===== src/rtl/bcd_serial_addsub_pkg.sv =====
// Shared types and constants for the digit-serial packed-BCD adder/subtractor.
package bcd_serial_addsub_pkg;

  typedef enum logic [1:0] {
    IDLE = 2'd0,
    RUN  = 2'd1,
    DONE = 2'd2
  } state_t;

  localparam logic [3:0] BCD_NINE = 4'd9;
  localparam logic [4:0] BCD_ADJ  = 5'd6;

  // Index counter needs at least one bit even for a single-digit build.
  function automatic int idx_width(input int digits);
    return (digits > 1) ? $clog2(digits) : 1;
  endfunction

  function automatic logic bcd_bad(input logic [3:0] d);
    return d > BCD_NINE;
  endfunction

endpackage


===== src/rtl/bcd_digit_cell.sv =====
// One decimal digit of add or nine's-complement subtract with +6 correction.
// Purely combinational; carry in/out are decimal carries.
module bcd_digit_cell
  import bcd_serial_addsub_pkg::*;
(
  input  logic [3:0] a,
  input  logic [3:0] b,
  input  logic       cin,
  input  logic       sub,
  output logic [3:0] s,
  output logic       cout,
  output logic       bad
);

  logic [3:0] bop;
  logic [4:0] t;

  always_comb begin
    bop  = sub ? (BCD_NINE - b) : b;
    t    = {1'b0, a} + {1'b0, bop} + {4'b0, cin};
    s    = t[3:0];
    cout = 1'b0;
    if (t > 5'd9) begin
      s    = t[3:0] + BCD_ADJ[3:0];
      cout = 1'b1;
    end
    bad = bcd_bad(a) | bcd_bad(b);
  end

endmodule


===== src/rtl/bcd_serial_addsub.sv =====
// Packed-BCD add/subtract, one digit per clock LSD first; done pulses DIGITS cycles after start.
// start is honoured only in IDLE; results hold until the next accepted start.
module bcd_serial_addsub
  import bcd_serial_addsub_pkg::*;
#(
  parameter int DIGITS = 4
) (
  input  logic                clk,
  input  logic                rst,
  input  logic                start_in,
  input  logic                sub_in,
  input  logic [4*DIGITS-1:0] a_in,
  input  logic [4*DIGITS-1:0] b_in,
  input  logic                c_in,
  output logic [4*DIGITS-1:0] s_out,
  output logic                c_out,
  output logic                busy_out,
  output logic                done_out,
  output logic                err_out
);

  localparam int             IW   = idx_width(DIGITS);
  localparam logic [IW-1:0] LAST = IW'(DIGITS - 1);

  state_t              state;
  logic [IW-1:0]       idx;
  logic [4*DIGITS-1:0] a_q, b_q;
  logic                sub_q, carry_q, err_q;
  logic                cap_err;
  logic [3:0]          cell_s;
  logic                cell_cout, cell_bad;

  always_comb begin
    cap_err = 1'b0;
    for (int i = 0; i < DIGITS; i++)
      cap_err = cap_err | bcd_bad(a_in[4*i +: 4]) | bcd_bad(b_in[4*i +: 4]);
  end

  bcd_digit_cell u_cell (
    .a    (a_q[idx*4 +: 4]),
    .b    (b_q[idx*4 +: 4]),
    .cin  (carry_q),
    .sub  (sub_q),
    .s    (cell_s),
    .cout (cell_cout),
    .bad  (cell_bad)
  );

  always_ff @(posedge clk or posedge rst) begin
    if (rst) begin
      state    <= IDLE;
      idx      <= '0;
      a_q      <= '0;
      b_q      <= '0;
      sub_q    <= 1'b0;
      carry_q  <= 1'b0;
      err_q    <= 1'b0;
      s_out    <= '0;
      c_out    <= 1'b0;
      busy_out <= 1'b0;
      done_out <= 1'b0;
      err_out  <= 1'b0;
    end else begin
      done_out <= 1'b0;
      case (state)
        IDLE: begin
          if (start_in) begin
            a_q      <= a_in;
            b_q      <= b_in;
            sub_q    <= sub_in;
            // Subtraction runs as A + nines(B) + 1, so a borrow-in removes the +1.
            carry_q  <= c_in ^ sub_in;
            idx      <= '0;
            err_q    <= cap_err;
            s_out    <= '0;
            busy_out <= 1'b1;
            state    <= RUN;
          end
        end
        RUN: begin
          s_out[idx*4 +: 4] <= cell_s;
          carry_q           <= cell_cout;
          err_q             <= err_q | cell_bad;
          if (idx == LAST) begin
            idx      <= '0;
            c_out    <= cell_cout;
            err_out  <= err_q | cell_bad;
            busy_out <= 1'b0;
            done_out <= 1'b1;
            state    <= DONE;
          end else begin
            idx <= idx + IW'(1);
          end
        end
        DONE:    state <= IDLE;
        default: state <= IDLE;
      endcase
    end
  end

endmodule


===== config.mk =====
export PLATFORM = sky130hd
export DESIGN_NAME = bcd_serial_addsub
export DESIGN_NICKNAME = d
export VERILOG_FILES = /design/src/rtl/bcd_serial_addsub_pkg.sv /design/src/rtl/bcd_digit_cell.sv /design/src/rtl/bcd_serial_addsub.sv
export SDC_FILE = /design/constraint.sdc
export NUM_CORES = 1
export LEC_CHECK = 0
export CORE_ASPECT_RATIO = 0.6
export CORE_MARGIN = 2
export CORE_UTILIZATION = 55
export DETAILED_ROUTE_END_ITERATION = 10
export GPL_TIMING_DRIVEN = 0
export HOLD_SLACK_MARGIN = 0.02
export MAX_ROUTING_LAYER = met4
export PLACE_DENSITY = 0.84
export SLEW_MARGIN = 30
export SYNTH_ARGS = -nofsm -noshare
export SYNTH_HDL_FRONTEND = slang
export SYNTH_SLANG_ARGS = --single-unit

===== constraint.sdc =====
create_clock -name clk -period 7.15 [get_ports clk]
set_clock_uncertainty 0.2 [all_clocks]
set_input_delay 1.0725 -clock clk [delete_from_list [all_inputs] [get_ports clk]]
set_output_delay 1.0725 -clock clk [all_outputs]
set_load 0.005 [all_outputs]

### Yosys cells after proc, flatten, opt, wreduce, memory -nomap -nowiden

Index checks and enable logic that the tools add are counted.

* bits in registers: 59
* input bits: 37
* output and inout bits: 20

* add/sub/neg operators: 6
* magnitude comparators: 11
* equality and inequality tests: 4
* shift operators: 4
* mux-type cells: 21
* bitwise gates (word level): 10
* reduce and logical (&&, ||, !) cells: 7

Operators by type and width (number)
* 4-bit greater-than comparator, second input constant: 10
* 4-bit negation with 34-bit output: 1
* 4-bit by 34-bit variable shift with 16-bit output, first input constant: 1
* 4-bit by 34-bit indexed part select with 16-bit output: 1
* 16-bit case mux with 2 select lines: 1
* 16-bit by 5-bit indexed part select with 4-bit output: 2
* 16-bit bitwise mux: 1
* 16-bit 2-to-1 mux: 1
* 1-bit bitwise OR: 9
* 2-bit 2-to-1 mux: 4
* 4-bit 2-to-1 mux: 2
* 2-bit case mux with 2 select lines: 2
* 2-bit AND reduction: 4
* 1-bit 2-to-1 mux: 7
* 1-bit case mux with 2 select lines: 3
* 4-bit by 4-bit adder with 5-bit output: 1
* 5-bit by 1-bit adder with 5-bit output: 1
* 5-bit by 4-bit greater-than comparator with 1-bit output, second input constant: 1
* 4-bit by 3-bit adder with 4-bit output, second input constant: 1
* 2-bit != test, second input constant: 2
* 4-bit subtractor, first input constant: 1
* 3-bit AND reduction: 1
* 2-bit by 1-bit adder with 2-bit output, second input constant: 1
* 2-bit by 1-bit equality test with 1-bit output, second input constant: 1
* other kinds (4): 4

### Depth between registers and ports, before layout

* depth in word-level cells: 10
* mapped depth: 16
* depth with buffers taken out: 14

### Cells and area by module

Synthesis repeated with hierarchy kept, for this count alone.

* cells, all modules: 225
* area total of the unflattened synthesis: 2947.8 sq um

Modules (own cells, without submodules)
* bcd_serial_addsub: instances 1, cells an instance 187, area an instance 2656.3 sq um, seq. area each 1476.4 sq um
* bcd_digit_cell: instances 1, cells an instance 38, area an instance 291.5 sq um, seq. area each 0.0 sq um

### Worst setup path after synthesis

Ideal clock, no wire load.

* kind: flip-flop to flip-flop
* start: reg idx[0]
* end: reg s_out[10]
* arrival time: 3.376 ns
* required time: 6.829 ns
* slack: 3.453 ns
* cell stages (with the launch flop): 15
* path buffers: 2
* cell sequence: dfrtp_1 -> buf_2 -> buf_6 -> mux4_2 -> xnor2_1 -> fa_1 -> inv_1 -> fa_1 -> xor2_1 -> inv_1 -> ha_1 -> and2_1 -> o31ai_1 -> o211ai_1 -> a22o_1

* longest elaborated chain between the ends: 10
* elaborated cells between the ends (all ways): 14
* those cells by class: 5 x add/sub; 1 x order compare; 4 x shift; 4 x mux

RTL lines
* start, declared: RTL line bcd_serial_addsub.sv:26 `logic [IW-1:0] idx;`
* start signal, assigned: RTL line bcd_serial_addsub.sv:92 `idx <= idx + IW'(1);`
* 16-bit by 5-bit indexed part select with 4-bit output: RTL line bcd_serial_addsub.sv:41 `.b (b_q[idx*4 +: 4]),`
* 4-bit subtractor: RTL line bcd_digit_cell.sv:19 `bop = sub ? (BCD_NINE - b) : b;`
* 4-bit 2-to-1 mux: RTL line bcd_digit_cell.sv:19
* 4-bit by 4-bit adder with 5-bit output: RTL line bcd_digit_cell.sv:20 `t = {1'b0, a} + {1'b0, bop} + {4'b0, cin};`
* 5-bit by 1-bit adder with 5-bit output: RTL line bcd_digit_cell.sv:20
* 4-bit by 3-bit adder with 4-bit output / 5-bit by 4-bit greater-than comparator with 1-bit output (equally long branches): RTL line bcd_digit_cell.sv:24, bcd_digit_cell.sv:23
* 4-bit 2-to-1 mux: RTL line bcd_digit_cell.sv:23 `if (t > 5'd9) begin`
* 4-bit by 34-bit indexed part select with 16-bit output: RTL line bcd_serial_addsub.sv:81 `s_out[idx*4 +: 4] <= cell_s;`
* 16-bit bitwise mux *: RTL line bcd_serial_addsub.sv:81
* 16-bit case mux with 2 select lines *: RTL line bcd_serial_addsub.sv:65 `case (state)`
* end signal, assigned by index: RTL line bcd_serial_addsub.sv:81
* end, declared: RTL line bcd_serial_addsub.sv:15 `output logic [4*DIGITS-1:0] s_out,`

Every way passes the cells marked *; elsewhere a longest branch is shown, timed or not.
A chain may end at the register's enable or synchronous reset.

### Worst setup path in the final report

Same ends and word-level chain as after synthesis.

==> metrics <==
DRC Markers 0; total of max-cap violations 0; RSZ-0062 raised after global routing no; Synth top area share 50.0%; Buf/Inv on CP 4; CP Depth 14; CTS buffer count 9; DR vias/cell ~6.0; Syn Area/Cell about 12 um^2; DRT antenna net count 0; Relative slew margins 59.3%; fraction of registers with async set/reset 100%; final setup vio count 0; grt ovf 0; Routed WL per cell 18.8 um; fillers 334; full die area 5990 um^2; clk buf depth 2; Final Hold Fails 0; H-tree depth 3; YS warnings 0; Slew Viols, Final 0; largest net degree at the start of global routing 50; Post-Syn Area 2950 um^2; Post-CTS Setup Inserts 0; kind of critical path reg -> reg; Post-Syn Nets a little under 300; RR Endpoint s_out[10]; DR pass1 iterations 5; Startpoint Class flop; post-layout min period 4320 ps; Post-CTS Hold Buffers 0; vias in the first global route between 2,000 and 2,500; fmax 231 MHz; CTS root buf clkbuf_8; #FFs+latches synth 59; Clock transition at path regs 70 ps; crit path max fanout 10; Hold WC Path Type reg -> reg; gpl congestion 0.842; effective utilization at floorplan 57.8%; fraction of layout cells with a size suffix above 1 a little over a fifth; Final Instance Count excl. Fillers between 300 and 400; port bufs 56; reg-to-reg slack, setup 2830 ps; CP max-delay cell mux4_2; part of the cycle the worst path needs between 60% and 70%; Synth area leader dfrtp_1; CP cell instances buf_2 > buf_6 > mux4_2 > xnor2_1 > fa_1 > inv_1 > fa_1 > xor2_1 > inv_1 > ha_1 > and2_1 > o31ai_1 > o211ai_1 > a22o_1; post-CTS sizing 0; core area 5100 um^2; final net count 359; delay-heaviest family, CP adder cells; Critical Path AT about 4400 ps; status complete, no violations; Worst EP required 7190 ps; post-DP HPWL 5.25 mm; # clock sinks 59; Worst Tran Pin Value between 600 and 700 ps; initial antenna violation count 0; placed instance count 366; first-pass GRT wire length 11.7 mm; Routed WL between 7 and 8 mm; Die W 98.6 um; worst hold margin 285 ps; I/O pin count 57; top cells by area, synth dfrtp_1 (50%), mux2_2 (13%), mux4_2 (6.1%); Iter 0 DRT Violations about 160; Setup crit end kind flop; Rows 20; Die Y about 60 um; vias 2,309; Post-synth EDFFs 0; clock network latency to the later pin of the worst-skew pair 350 ps; Worst R2R Start idx[0]; number of antenna diodes 0; GRT Resource Usage Total between 20% and 30%; Yosys cell types 39; Worst path max stage delay 540 ps; setup TNS 0 ps; worst r2r path cells 14; CP startpoint idx[0]; predominant post-synthesis flop cell dfrtp_1; Post-Syn Instances 243; P&R area growth vs syn 31.6%; TritonCTS clock tree done; Seq/Total Area, Yosys between 50% and 60%; worst setup path end s_out[10]
==> layout by cell type, fill, tap and decap left out, types with 4 or more instances in the layout <==
cell,count
nand2b_1,4
inv_1,11
dfrtp_1,59
buf_2,6
clkbuf_8,12
clkdlybuf4s50_1,56
a22o_1,8
mux4_2,8
nand3_1,4
a21o_1,6
nand2_1,23
a21oi_1,4
o21ai_0,18
mux2_2,33
o31ai_1,7
ha_1,9
==> stage by stage <==
step / util [%] / setup WS, ps / area, um^2
2_1_floorplan: - / 3450 / 2950
3_3_place_gp: 70.4 / 2970 / 3600
3_5_place_dp: 71.0 / 2930 / 3630
4_1_cts: 76.1 / 2840 / 3890
5_1_grt: 76.1 / 2530 / 3890
6_report: 76.1 / 2830 / 3890
==> worst reg2reg max path, delay by kind of cell (launching register included) <==
| kind | cells | cell delay, ps |
|---|---|---|
| simple gates | 1 | 150 |
| flops | 1 | 370 |
| buf+inv | 4 | 590 |
| fa+ha+maj | 3 | 960 |
| compound gates | 3 | 870 |
| mux | 1 | 540 |
| xor+xnor | 2 | 540 |
==> how the worst min path moves through the flow <==
stage,cells after the start,to,slack [ps],from
after floorplan,2,err_q,270,err_q
after global placement,1,busy_out,270,busy_out
after detailed placement,2,s_out[9],280,s_out[9]
after CTS,2,s_out[9],290,s_out[9]
after global routing,2,s_out[13],310,s_out[13]
final,2,s_out[4],290,s_out[4]
==> flip-flops by register name, summed over array words and instances (netlist names) <==
name      cells
busy_out      1
s_out        16
carry_q       1
c_out         1
idx           2
err_out       1
b_q          16
state         2
err_q         1
a_q          16
done_out      1
sub_q         1
==> area by class of cell <==
type                    count  area (um^2)  area share [%]
plain buffers               8         45.0            1.16
clock buffers              12          165            4.25
clock inverters             4         95.1            2.45
inverters                  12         47.5            1.22
multi-input cells         164         1390            35.7
flip-flops and latches     59         1480            38.0
well taps                  66         82.6            2.12
repair buffers             57          588            15.1
==> logic make-up (layout without fill, tap and decap cells) <==
| group | Yosys count | count (layout) | synth area share (%) |
|---|---|---|---|
| DFF | 59 | 59 | 50.0 |
| buffers and inverters | 20 | 93 | 3.05 |
| xor gates and xnor gates | 4 | 4 | 1.19 |
| muxes | 42 | 42 | 19.2 |
| and+or+nand+nor | 56 | 56 | 10.1 |
| adders and majority gates | 11 | 11 | 5.17 |
| AOI/OAI and AO/OA | 51 | 51 | 11.3 |
==> metal layers <==
metal  track usage [%]  share of wire (%)  vias up
met5                 -                  0        -
met4              8.02                1.3        0
met3              8.29                7.9       12
met2              40.8                 44      109
met1              37.7                 47     1153
li1                  -                  -     1035
==> synthesized netlist by cell type, drive strengths merged, types with 2 or more instances <==
cell	n
o21ai	20
mux4	8
ha	9
o211ai	2
and3	3
xor2	2
nand2b	4
and3b	3
nand4	2
dfrtp	59
nor2b	2
o31ai	7
buf	7
nand3	4
nor4	2
fa	2
a21oi	4
nor2	3
nor3	2
o31a	2
nand2	23
mux2	33
xnor2	2
and2	3
a22o	8
a21o	6
inv	12
Power is left out: the tool's default activity adds up to more than one toggle a clock period on the data nets, which glitch-free logic cannot reach.
